File: config.mk
export PLATFORM = sky130hd
export DESIGN_NAME = rom_boot_loader
export DESIGN_NICKNAME = d
export VERILOG_FILES = /design/src/rtl/boot_pkg.sv /design/src/rtl/boot_word_packer.sv /design/src/rtl/rom_boot_loader.sv
export SDC_FILE = /design/constraint.sdc
export NUM_CORES = 1
export LEC_CHECK = 0
export BUFFER_PORTS_ARGS = -buffer_cell sky130_fd_sc_hd__buf_2
export CAP_MARGIN = 10
export CORE_AREA = 4 4 108 110
export CTS_CLUSTER_DIAMETER = 80
export DETAILED_ROUTE_END_ITERATION = 10
export DIE_AREA = 0 0 112 114
export PLACE_DENSITY = 0.82
export SYNTH_ARGS = -nofsm -noshare
export SYNTH_HDL_FRONTEND = slang
export SYNTH_SLANG_ARGS = --single-unit
File: constraint.sdc
create_clock -name clk -period 4.3 [get_ports clk]
set_input_delay 0.86 -clock clk [delete_from_list [all_inputs] [get_ports clk]]
set_output_delay 0.86 -clock clk [all_outputs]
set_load 0.05 [all_outputs]
File: src/rtl/boot_pkg.sv
// Shared definitions for the serial ROM boot loader: FSM states and word/byte widths.
package boot_pkg;

  localparam int unsigned INST_W = 32;
  localparam int unsigned BYTE_W = 8;
  localparam logic [7:0] SYNC_BYTE_DEF = 8'hA5;

  typedef enum logic [2:0] {
    ST_IDLE,
    ST_LEN0,
    ST_LEN1,
    ST_DATA,
    ST_CSUM
  } boot_state_t;

endpackage

File: src/rtl/boot_word_packer.sv
// Packs a byte stream into little-endian 32-bit words; word_valid pulses the cycle after the 4th byte.
module boot_word_packer
  import boot_pkg::*;
(
  input  logic              clk,
  input  logic              rst,
  input  logic              clear,
  input  logic              byte_valid,
  input  logic [BYTE_W-1:0] byte_data,
  output logic              last_lane,
  output logic [INST_W-1:0] word,
  output logic              word_valid
);

  logic [1:0]        lane_q;
  logic [INST_W-1:0] shreg_q;

  assign last_lane = (lane_q == 2'd3);

  // Bytes shift in from the top so the first byte ends up in bits [7:0].
  // word only updates on completion, so it holds between writes.
  always_ff @(posedge clk) begin
    if (rst) begin
      lane_q     <= '0;
      shreg_q    <= '0;
      word       <= '0;
      word_valid <= 1'b0;
    end else begin
      word_valid <= 1'b0;
      if (clear) begin
        lane_q <= '0;
      end else if (byte_valid) begin
        shreg_q <= {byte_data, shreg_q[INST_W-1:BYTE_W]};
        lane_q  <= lane_q + 2'd1;
        if (last_lane) begin
          word       <= {byte_data, shreg_q[INST_W-1:BYTE_W]};
          word_valid <= 1'b1;
        end
      end
    end
  end

endmodule

File: src/rtl/rom_boot_loader.sv
// Serial-download controller: UART bytes -> ROM words, holding the core in reset until the checksum matches.
module rom_boot_loader
  import boot_pkg::*;
#(
  parameter int unsigned DEPTH_WORDS = 4096,
  parameter logic [31:0] BASE_ADDR   = 32'h0000_0000,
  parameter int unsigned TIMEOUT_CYC = 1_000_000,
  parameter logic [7:0]  SYNC_BYTE   = SYNC_BYTE_DEF
) (
  input  logic              clk,
  input  logic              rst,
  input  logic              rx_valid_i,
  input  logic [BYTE_W-1:0] rx_data_i,
  output logic              rom_wen_o,
  output logic [31:0]       rom_w_addr_o,
  output logic [INST_W-1:0] rom_w_data_o,
  output logic              core_rst_o,
  output logic              busy_o,
  output logic              done_o,
  output logic              err_o
);

  localparam int unsigned GAP_W = $clog2(TIMEOUT_CYC + 1);

  boot_state_t state_q, state_nxt;

  logic [15:0]      count_q;
  logic [15:0]      word_idx_q;
  logic [7:0]       csum_q;
  logic [GAP_W-1:0] gap_q;
  logic [31:0]      addr_q;
  logic             core_rst_q, err_q, done_q;

  logic        start_load, load_ok, load_err, data_byte, timeout;
  logic        last_lane;
  logic [15:0] count_full;

  assign count_full = {rx_data_i, count_q[7:0]};

  boot_word_packer u_packer (
    .clk        (clk),
    .rst        (rst),
    .clear      (start_load),
    .byte_valid (data_byte),
    .byte_data  (rx_data_i),
    .last_lane  (last_lane),
    .word       (rom_w_data_o),
    .word_valid (rom_wen_o)
  );

  always_ff @(posedge clk) begin
    if (rst) state_q <= ST_IDLE;
    else     state_q <= state_nxt;
  end

  always_comb begin
    state_nxt  = state_q;
    start_load = 1'b0;
    load_ok    = 1'b0;
    load_err   = 1'b0;
    data_byte  = 1'b0;
    timeout    = (state_q != ST_IDLE) && !rx_valid_i &&
                 (gap_q == GAP_W'(TIMEOUT_CYC - 1));
    case (state_q)
      ST_IDLE: begin
        if (rx_valid_i && rx_data_i == SYNC_BYTE) begin
          state_nxt  = ST_LEN0;
          start_load = 1'b1;
        end
      end
      ST_LEN0: if (rx_valid_i) state_nxt = ST_LEN1;
      ST_LEN1: begin
        if (rx_valid_i) begin
          if (32'(count_full) > 32'(DEPTH_WORDS)) begin
            state_nxt = ST_IDLE;
            load_err  = 1'b1;
          end else if (count_full == 16'd0) begin
            state_nxt = ST_CSUM;
          end else begin
            state_nxt = ST_DATA;
          end
        end
      end
      ST_DATA: begin
        if (rx_valid_i) begin
          data_byte = 1'b1;
          if (last_lane && word_idx_q == count_q - 16'd1) state_nxt = ST_CSUM;
        end
      end
      ST_CSUM: begin
        if (rx_valid_i) begin
          state_nxt = ST_IDLE;
          if (rx_data_i == csum_q) load_ok  = 1'b1;
          else                     load_err = 1'b1;
        end
      end
      default: state_nxt = ST_IDLE;
    endcase
    if (timeout) begin
      state_nxt = ST_IDLE;
      load_err  = 1'b1;
    end
  end

  always_comb begin
    busy_o       = (state_q != ST_IDLE);
    rom_w_addr_o = addr_q;
    core_rst_o   = core_rst_q;
    done_o       = done_q;
    err_o        = err_q;
  end

  always_ff @(posedge clk) begin
    if (rst) begin
      count_q    <= '0;
      word_idx_q <= '0;
      csum_q     <= '0;
      gap_q      <= '0;
      addr_q     <= '0;
      core_rst_q <= 1'b0;
      err_q      <= 1'b0;
      done_q     <= 1'b0;
    end else begin
      done_q <= load_ok;
      if (rx_valid_i || state_nxt == ST_IDLE) gap_q <= '0;
      else                                    gap_q <= gap_q + GAP_W'(1);
      if (start_load) begin
        err_q      <= 1'b0;
        core_rst_q <= 1'b1;
        csum_q     <= '0;
        word_idx_q <= '0;
      end
      if (load_err) err_q      <= 1'b1;
      if (load_ok)  core_rst_q <= 1'b0;
      if (state_q == ST_LEN0 && rx_valid_i) count_q[7:0]  <= rx_data_i;
      if (state_q == ST_LEN1 && rx_valid_i) count_q[15:8] <= rx_data_i;
      if (data_byte) begin
        csum_q <= csum_q + rx_data_i;
        // Address is latched on the same edge the packer latches its word.
        if (last_lane) begin
          addr_q     <= BASE_ADDR + {14'd0, word_idx_q, 2'b00};
          word_idx_q <= word_idx_q + 16'd1;
        end
      end
    end
  end

endmodule

==> reports/qor.tcl, run 1 <==
set qor(cp_slowest_cell) {sky130_fd_sc_hd__and2_1}
set qor(cp_data_arrival_time_ns) 3.25
set qor(critPathCaptureType) {flip-flop}
set qor(finalHoldViolCount) 0
set qor(outcome) {complete, no violations}
set qor(post_cts_buffers) 0
set qor(power.total_mw) 2.95
set qor(clock_power_share_pct) 52.8
set qor(instance_count_of_the_mapped_netlist) 817
set qor(critical_path.cell_chain) {nand2b_1 -> nor2_2 -> buf_4 -> and2_1 -> buf_12 -> nand2_1 -> xor2_1 -> nor2_1}
set qor(yosysUniqueCellTypes) 59
set qor(vias) 5750
set qor(cts_tree) {built}
set qor(clockBufferDepth) 2
set qor(postLayoutSetupSlackWorst_ns) 1.44
set qor(totalNegativeSetupSlack_ns) 0
set qor(start_util_pct) 60.4
set qor(fp.dieW_um) 112
set qor(cts-buffers-inserted) 17
set qor(finish.utilization_pct) 69.0
set qor(synth.yosys.warnings) 0
set qor(clk_transition_reported_paths_ns) 0.06
set qor(root_buffer) {sky130_fd_sc_hd__clkbuf_8}
set qor(dieArea_sq_um) 12800
set qor(regToRegEndpoint) {word_idx_q[2]$_SDFF_PP0_}
set qor(hold_path_startpoint) {gap_q[0]$_SDFF_PP0_}
set qor(reg2reg_from) {state_q[1]$_SDFF_PP0_}
set qor(port_buffers) 63
set qor(switchingPower_mw) 0.634
set qor(netlist_area_sq_um) 6460
set qor(critical_path_peak_fanout) 30
set qor(grt_setup_unrepaired) {false}
set qor(dpl-instance-area_sq_um) 6740
set qor(grt_overflow_total) 0
set qor(irDropWorstVdd_uv) 254
set qor(number_of_flops_mapped_to_enable_cells_by_yosys) 0
set qor(cts.hold.buffers_added) 0
set qor(final_nets) 874
set qor(grt_pass1_vias) 5724
set qor(antenna_found_initial) 0
set qor(grt_start_max_net_pins) 95
set qor(critical_path.startpoint_type) {flip-flop}
set qor(die-height_um) 114
set qor(achievable-frequency_ghz) 0.350
set qor(fp.coreArea_sq_um) 10700
set qor(drt-wirelength-per-cell_um) 15.5
set qor(timing_max_transition_violations_final) 0
set qor(grt_use_total_pct) 25.0
set qor(power_report.internal_total_mw) 2.32
set qor(async_flop_share_pct) 0
set qor(combinationalPowerShare_pct) 2.9
set qor(route.antenna.remaining_nets) 0
set qor(power_density_nw_per_um2) 400
set qor(postSynthAreaPerCell_sq_um) 7.91
set qor(setup_failing_eps_final) 0
set qor(postSynth.topFlopCell) {sky130_fd_sc_hd__dfxtp_1}
set qor(dpl.hpwl_um) 10500
set qor(yosys_register_bits) 141
set qor(layout.cells.most_common) {sky130_fd_sc_hd__nand2_1}
set qor(floorplan.rows) 38
set qor(netlist_top_cells_area) {sky130_fd_sc_hd__dfxtp_1, sky130_fd_sc_hd__nand2_1, sky130_fd_sc_hd__a21oi_1, sky130_fd_sc_hd__xnor2_1, sky130_fd_sc_hd__xor2_1}
set qor(min_path_type) {reg -> reg}
set qor(wl_um) 15500
set qor(timing.reg2reg.setup_slack_ns) 1.44
set qor(clk_sinks) 141
set qor(drt_first_pass_iters) 5
set qor(seqPwrFrac_pct) 44.3
set qor(hold_depth) 1
set qor(timing.reg2reg.worst_path_depth) 8
set qor(synth_top_area_share_pct) 43.7
set qor(area_overhead_of_the_layout_relative_to_synthesis_pct) 14.2
set qor(io_pins) 80
set qor(drt_first_iter_violations) 443
set qor(grt_pass1_wl_um) 26600
set qor(worst-slew-pin-transition_ns) 0.920
set qor(worst_hold_path.endpoint) {gap_q[0]$_SDFF_PP0_}
set qor(synth_area_leader_cell) {sky130_fd_sc_hd__dfxtp_1}
set qor(layout.cells.most_common_list) {sky130_fd_sc_hd__nand2_1, sky130_fd_sc_hd__dfxtp_1, sky130_fd_sc_hd__a21oi_1}
set qor(pre_cts_ws_ns) 1.12
set qor(standby_leakage_power_nw) 2.76
set qor(finish.instance_area_sq_um) 7380
set qor(drt-vias-per-instance) 5.73
set qor(diodes) 0
set qor(final_min_period_over_clock_period_pct) 66.5
set qor(cts_max_level) 4
set qor(final.setup_skew_ns) 0.00664
set qor(power.switching_fraction_pct) 21.5
set qor(cp.required_ns) 4.69
set qor(synth.yosys.seq_area_share_pct) 43.7
set qor(later_pin_clock_latency_in_the_skew_report_ns) 0.52
set qor(crit_type) {reg -> reg}
set qor(max_slew_margin_pct) 38.6
set qor(max_stage_delay_ns) 0.61
set qor(timing.final.crit_period_ns) 2.86
set qor(max-cap-violations) 0
set qor(drc_violation_count_after_routing) 0
set qor(fraction_of_final_layout_cells_sized_beyond_drive_strength_1_pct) 12.8
set qor(post_cts_resized) 0
set qor(place_congestion) 0.857
==> metal layers <==
| layer | share of wire, % | vias to the layer above | track usage, % |
|---|---|---|---|
| li1 | - | 2793 | - |
| met2 | 49 | 238 | 42.4 |
| met3 | 7.6 | 28 | 6.26 |
| met5 | 0 | - | 0 |
| met4 | 1.7 | 0 | 8.73 |
| met1 | 42 | 2691 | 31.1 |
==> worst max path at each step <==
stage,to,from,slack (ns)
after floorplan,gap_q[10]$_SDFF_PP0_,rx_data_i[7],1.89
after global placement,word_idx_q[2]$_SDFF_PP0_,rx_valid_i,1.19
after detailed placement,word_idx_q[2]$_SDFF_PP0_,rx_valid_i,1.12
after CTS,word_idx_q[2]$_SDFF_PP0_,state_q[1]$_SDFF_PP0_,1.49
after global routing,word_idx_q[2]$_SDFF_PP0_,state_q[1]$_SDFF_PP0_,1.24
final,word_idx_q[2]$_SDFF_PP0_,state_q[1]$_SDFF_PP0_,1.44
==> cells in the mapped netlist (2+ instances only) <==
library cell	instances
sky130_fd_sc_hd__a2111oi_0	2
sky130_fd_sc_hd__a211o_1	3
sky130_fd_sc_hd__a211oi_1	2
sky130_fd_sc_hd__a21o_1	2
sky130_fd_sc_hd__a21oi_1	106
sky130_fd_sc_hd__a31oi_1	4
sky130_fd_sc_hd__and2_1	6
sky130_fd_sc_hd__and3_1	7
sky130_fd_sc_hd__and4_1	5
sky130_fd_sc_hd__buf_2	6
sky130_fd_sc_hd__buf_4	16
sky130_fd_sc_hd__clkbuf_1	45
sky130_fd_sc_hd__dfxtp_1	141
sky130_fd_sc_hd__ha_1	11
sky130_fd_sc_hd__inv_1	12
sky130_fd_sc_hd__nand2_1	209
sky130_fd_sc_hd__nand2b_1	6
sky130_fd_sc_hd__nand3_1	23
sky130_fd_sc_hd__nand3b_1	3
sky130_fd_sc_hd__nand4_1	13
sky130_fd_sc_hd__nand4b_1	2
sky130_fd_sc_hd__nor2_1	54
sky130_fd_sc_hd__nor2b_1	6
sky130_fd_sc_hd__nor3_1	14
sky130_fd_sc_hd__nor3b_1	2
sky130_fd_sc_hd__nor4_1	9
sky130_fd_sc_hd__nor4b_1	3
sky130_fd_sc_hd__o21a_1	3
sky130_fd_sc_hd__o21ai_0	5
sky130_fd_sc_hd__o21bai_1	3
sky130_fd_sc_hd__o31ai_1	3
sky130_fd_sc_hd__or3_1	7
sky130_fd_sc_hd__or4_1	5
sky130_fd_sc_hd__xnor2_1	29
sky130_fd_sc_hd__xor2_1	26
==> worst max-delay path, delay by kind of cell (launching register included) <==
family,cells,cell delay [ns]
xor+xnor,1,0.13
buf+inv,2,0.53
simple gates,5,1.48
flops,1,0.58
==> through the flow <==
stage                     hold WS [ns]  cells
after global routing             0.474   1004
after floorplan                  0.413    832
after detailed placement         0.438    972
after global placement           0.422    972
final                            0.450   1004
after CTS                        0.450   1004
==> registers in the layout, summed over array words and instances (netlist names) <==
signal / count
err_o: 1
done_o: 1
u_packer.lane_q: 2
count_q: 16
u_packer.word: 32
csum_q: 8
u_packer.shreg_q: 24
u_packer.word_valid: 1
gap_q: 20
core_rst_o: 1
rom_w_addr_o: 16
state_q: 3
word_idx_q: 16
==> cell type report <==
class	instances	area (sq um)
Fill cell	854	3320
Multi-Input combinational cell	609	3320
Sequential cell	141	2820
Clock buffer	21	459
Timing Repair Buffer	69	375
Clock inverter	11	180
Tap cell	140	175
Inverter	13	48.8
==> power by group through the flow <==
stage          sequential (mW)  combinational (mW)  clock (mW)
5_1_grt                   1.31              0.0912        1.65
6_report                  1.31              0.0862        1.56
3_3_place_gp              1.34              0.0831           0
3_5_place_dp              1.34              0.0844           0
2_1_floorplan             1.34              0.0751           0
4_1_cts                   1.31              0.0847        1.58
==> logic make-up after synthesis <==
kind of cell,Yosys count,share of synthesized area (%)
fa+ha+maj,12,2.44
compound gates,144,13.1
other cells,1,0.0580
mux,2,0.329
flops,141,43.7
buf+inv,82,5.92
simple gates,380,27.0
xor+xnor,55,7.45
Note: power is estimated with default switching activity, not from simulation.
==> run 2: changes to the inputs <==
- CORE_AREA: 4 4 108 110 -> 4 4 111 113
- DIE_AREA: 0 0 112 114 -> 0 0 115 117
- PLACE_DENSITY: 0.82 -> 0.79
- clock period: 4.3 -> 2.7 ns (I/O delays scaled with it)
==> run 2 against run 1 <==
Against the previous run:
- worst hold slack got worse by 0.014 ns
- combinational power rose by 61%
- critical path depth grew 2
- final area grew 1.0%
- critical endpoint is now gap_q[10]$_SDFF_PP0_
- largest cell class unchanged
==> reports/qor.tcl, run 2 (synthesis gave the netlist of run 1 again) <==
set qor(outcome) {complete, no violations} ;# unchanged
set qor(drt_first_iter_violations) 428 ;# was 443
set qor(grt_use_total_pct) 23.0 ;# was 25.0%
set qor(grt_pass1_vias) 5314 ;# was 5724
set qor(start_util_pct) 57.1 ;# was 60.4%
set qor(die-height_um) 117 ;# was 114 um
set qor(power_report.internal_total_mw) 3.62 ;# was 2.32 mW
set qor(antenna_found_initial) 0 ;# unchanged
set qor(timing.reg2reg.worst_path_depth) 10 ;# was 8
set qor(grt_start_max_net_pins) 51 ;# was 95
set qor(switchingPower_mw) 0.969 ;# was 0.634 mW
set qor(critPathCapture) {gap_q[10]$_SDFF_PP0_} ;# was word_idx_q[2]$_SDFF_PP0_
set qor(min_path_type) {in -> reg} ;# was reg -> reg
set qor(grt_overflow_total) 0 ;# unchanged
set qor(timing.reg2reg.setup_slack_ns) 0.35 ;# was 1.44 ns
set qor(critical_path.startpoint_type) {flip-flop} ;# unchanged
set qor(irDropWorstVdd_uv) 457 ;# was 254 uV
set qor(finish.utilization_pct) 65.8 ;# was 69.0%
set qor(vias) 5657 ;# was 5750
set qor(crit_start) {count_q[0]$_SDFFE_PP0P_} ;# was state_q[1]$_SDFF_PP0_
set qor(timing.final.crit_period_ns) 2.35 ;# was 2.86 ns
set qor(clk_sinks) 141 ;# unchanged
set qor(worst-slew-pin-transition_ns) 0.528 ;# was 0.920 ns
set qor(final_min_period_over_clock_period_pct) 86.9 ;# was 66.5%
set qor(clockBufferDepth) 2 ;# unchanged
set qor(layout.cells.most_common) {sky130_fd_sc_hd__nand2_1} ;# unchanged
set qor(final_nets) 886 ;# was 874
set qor(fp.dieW_um) 115 ;# was 112 um
set qor(grt_pass1_wl_um) 25000 ;# was 26600 um
set qor(combinationalPowerShare_pct) 3.0 ;# was 2.9%
set qor(power_density_nw_per_um2) 616 ;# was 400 nW/um^2
set qor(timing_max_transition_violations_final) 0 ;# unchanged
set qor(reg2reg_from) {count_q[0]$_SDFFE_PP0P_} ;# was state_q[1]$_SDFF_PP0_
set qor(floorplan.rows) 39 ;# was 38
set qor(dpl.hpwl_um) 9970 ;# was 10500 um
set qor(area_overhead_of_the_layout_relative_to_synthesis_pct) 15.3 ;# was 14.2%
set qor(cts-buffers-inserted) 17 ;# unchanged
set qor(drt-vias-per-instance) 5.56 ;# was 5.73
set qor(power.total_mw) 4.59 ;# was 2.95 mW
set qor(drt_first_pass_iters) 5 ;# unchanged
set qor(cp_data_arrival_time_ns) 2.69 ;# was 3.25 ns
set qor(post_cts_buffers) 0 ;# unchanged
set qor(io_pins) 80 ;# unchanged
set qor(root_buffer) {sky130_fd_sc_hd__clkbuf_16} ;# was sky130_fd_sc_hd__clkbuf_8
set qor(critPathCaptureType) {flip-flop} ;# unchanged
set qor(clock_power_share_pct) 51.7 ;# was 52.8%
set qor(clk_transition_reported_paths_ns) 0.06 ;# about the same
set qor(wl_um) 15000 ;# was 15500 um
set qor(standby_leakage_power_nw) 2.81 ;# was 2.76 nW
set qor(dieArea_sq_um) 13500 ;# was 12800 sq um
set qor(drt-wirelength-per-cell_um) 14.7 ;# was 15.5 um
set qor(route.antenna.remaining_nets) 0 ;# unchanged
set qor(final.setup_skew_ns) 0.0129 ;# was 0.00664 ns
set qor(seqPwrFrac_pct) 45.3 ;# was 44.3%
set qor(crit_type) {reg -> reg} ;# unchanged
set qor(finalHoldViolCount) 0 ;# unchanged
set qor(layout.cells.most_common_list) {sky130_fd_sc_hd__nand2_1, sky130_fd_sc_hd__dfxtp_1, sky130_fd_sc_hd__a21oi_1} ;# unchanged
set qor(cts.hold.buffers_added) 0 ;# unchanged
set qor(most_flops_register) {u_packer.word} ;# unchanged
set qor(achievable-frequency_ghz) 0.426 ;# was 0.350 GHz
set qor(later_pin_clock_latency_in_the_skew_report_ns) 0.42 ;# was 0.52 ns
set qor(place_congestion) 0.884 ;# was 0.857
set qor(reg_top3) {u_packer.word: 32 flops, u_packer.shreg_q: 24 flops, gap_q: 20 flops} ;# unchanged
set qor(port_buffers) 63 ;# unchanged
set qor(drc_violation_count_after_routing) 0 ;# unchanged
set qor(fillers) 987 ;# was 854
set qor(cts_tree) {built} ;# unchanged
set qor(cp.required_ns) 3.04 ;# was 4.69 ns
set qor(largest_reg_flops) 32 ;# unchanged
set qor(grt_setup_unrepaired) {false} ;# unchanged
set qor(max-cap-violations) 0 ;# unchanged
set qor(critical_path_peak_fanout) 20 ;# was 30
set qor(max_slew_margin_pct) 63.9 ;# was 38.6%
set qor(fraction_of_final_layout_cells_sized_beyond_drive_strength_1_pct) 14.0 ;# was 12.8%
set qor(totalNegativeSetupSlack_ns) 0 ;# unchanged
set qor(fp.coreArea_sq_um) 11300 ;# was 10700 sq um
set qor(regToRegEndpoint) {gap_q[10]$_SDFF_PP0_} ;# was word_idx_q[2]$_SDFF_PP0_
set qor(diodes) 0 ;# unchanged
set qor(cts_max_level) 4 ;# unchanged
set qor(setup_failing_eps_final) 0 ;# unchanged
set qor(post_cts_resized) 0 ;# unchanged
set qor(power.switching_fraction_pct) 21.1 ;# was 21.5%
## run 2: how the worst min path moves through the flow
stage / from / endpoint / cells after the start
floorplan: gap_q[0]$_SDFF_PP0_ / gap_q[0]$_SDFF_PP0_ / 1
global placement: gap_q[0]$_SDFF_PP0_ / gap_q[0]$_SDFF_PP0_ / 1
detailed placement: gap_q[0]$_SDFF_PP0_ / gap_q[0]$_SDFF_PP0_ / 1
CTS: rx_data_i[2] / u_packer.word[26]$_SDFFE_PP0P_ / 3
global route: rst / rom_w_addr_o[8]$_SDFFE_PP0P_ / 2
finish: rx_data_i[2] / u_packer.word[26]$_SDFFE_PP0P_ / 3
## run 2: power groups by stage
stage,sequential (mW),combinational (mW),clock [mW]
2_1_floorplan,2.13,0.120,0
3_3_place_gp,2.13,0.136,0
3_5_place_dp,2.13,0.137,0
4_1_cts,2.08,0.137,2.40
5_1_grt,2.08,0.148,2.51
6_report,2.08,0.139,2.37
## run 2: area by class of cell
| class | count | area [sq um] | area share [%] |
|---|---|---|---|
| clock buffers | 21 | 470 | 6.31 |
| well taps | 143 | 179 | 2.40 |
| flip-flops and latches | 141 | 2820 | 37.9 |
| inverters | 13 | 48.8 | 0.655 |
| clock inverters | 9 | 136 | 1.83 |
| repair buffers | 81 | 478 | 6.41 |
| multi-input cells | 609 | 3320 | 44.5 |
## run 2: per-layer routing
metal / vias to the layer above / track usage, % / wire length [um]
met4: 0 / 7.51 / 175
met3: 20 / 6.02 / 941
met2: 180 / 37.9 / 7220
met1: 2650 / 29.6 / 6620
met5: - / 0 / 0
li1: 2807 / - / -
## run 2: through the flow
step	std cells	setup WS [ns]	hold WS, ns	area (sq um)
floorplan	832	0.455	0.413	6520
global placement	987	0.354	0.426	6850
detailed placement	987	0.295	0.430	6850
CTS	1017	0.357	0.426	7450
global route	1017	0.136	0.437	7450
finish	1017	0.354	0.436	7450
## run 2: worst max-delay path, stage by stage, from the launching register on
cell and delay (ns):
sky130_fd_sc_hd__dfxtp_1 0.36, sky130_fd_sc_hd__inv_1 0.08, sky130_fd_sc_hd__ha_1 0.22, sky130_fd_sc_hd__nor3b_2 0.30
sky130_fd_sc_hd__buf_4 0.21, sky130_fd_sc_hd__nand3_1 0.07, sky130_fd_sc_hd__o31ai_1 0.28, sky130_fd_sc_hd__o41ai_1 0.12
sky130_fd_sc_hd__a211o_1 0.34, sky130_fd_sc_hd__buf_12 0.16, sky130_fd_sc_hd__nor2_1 0.13
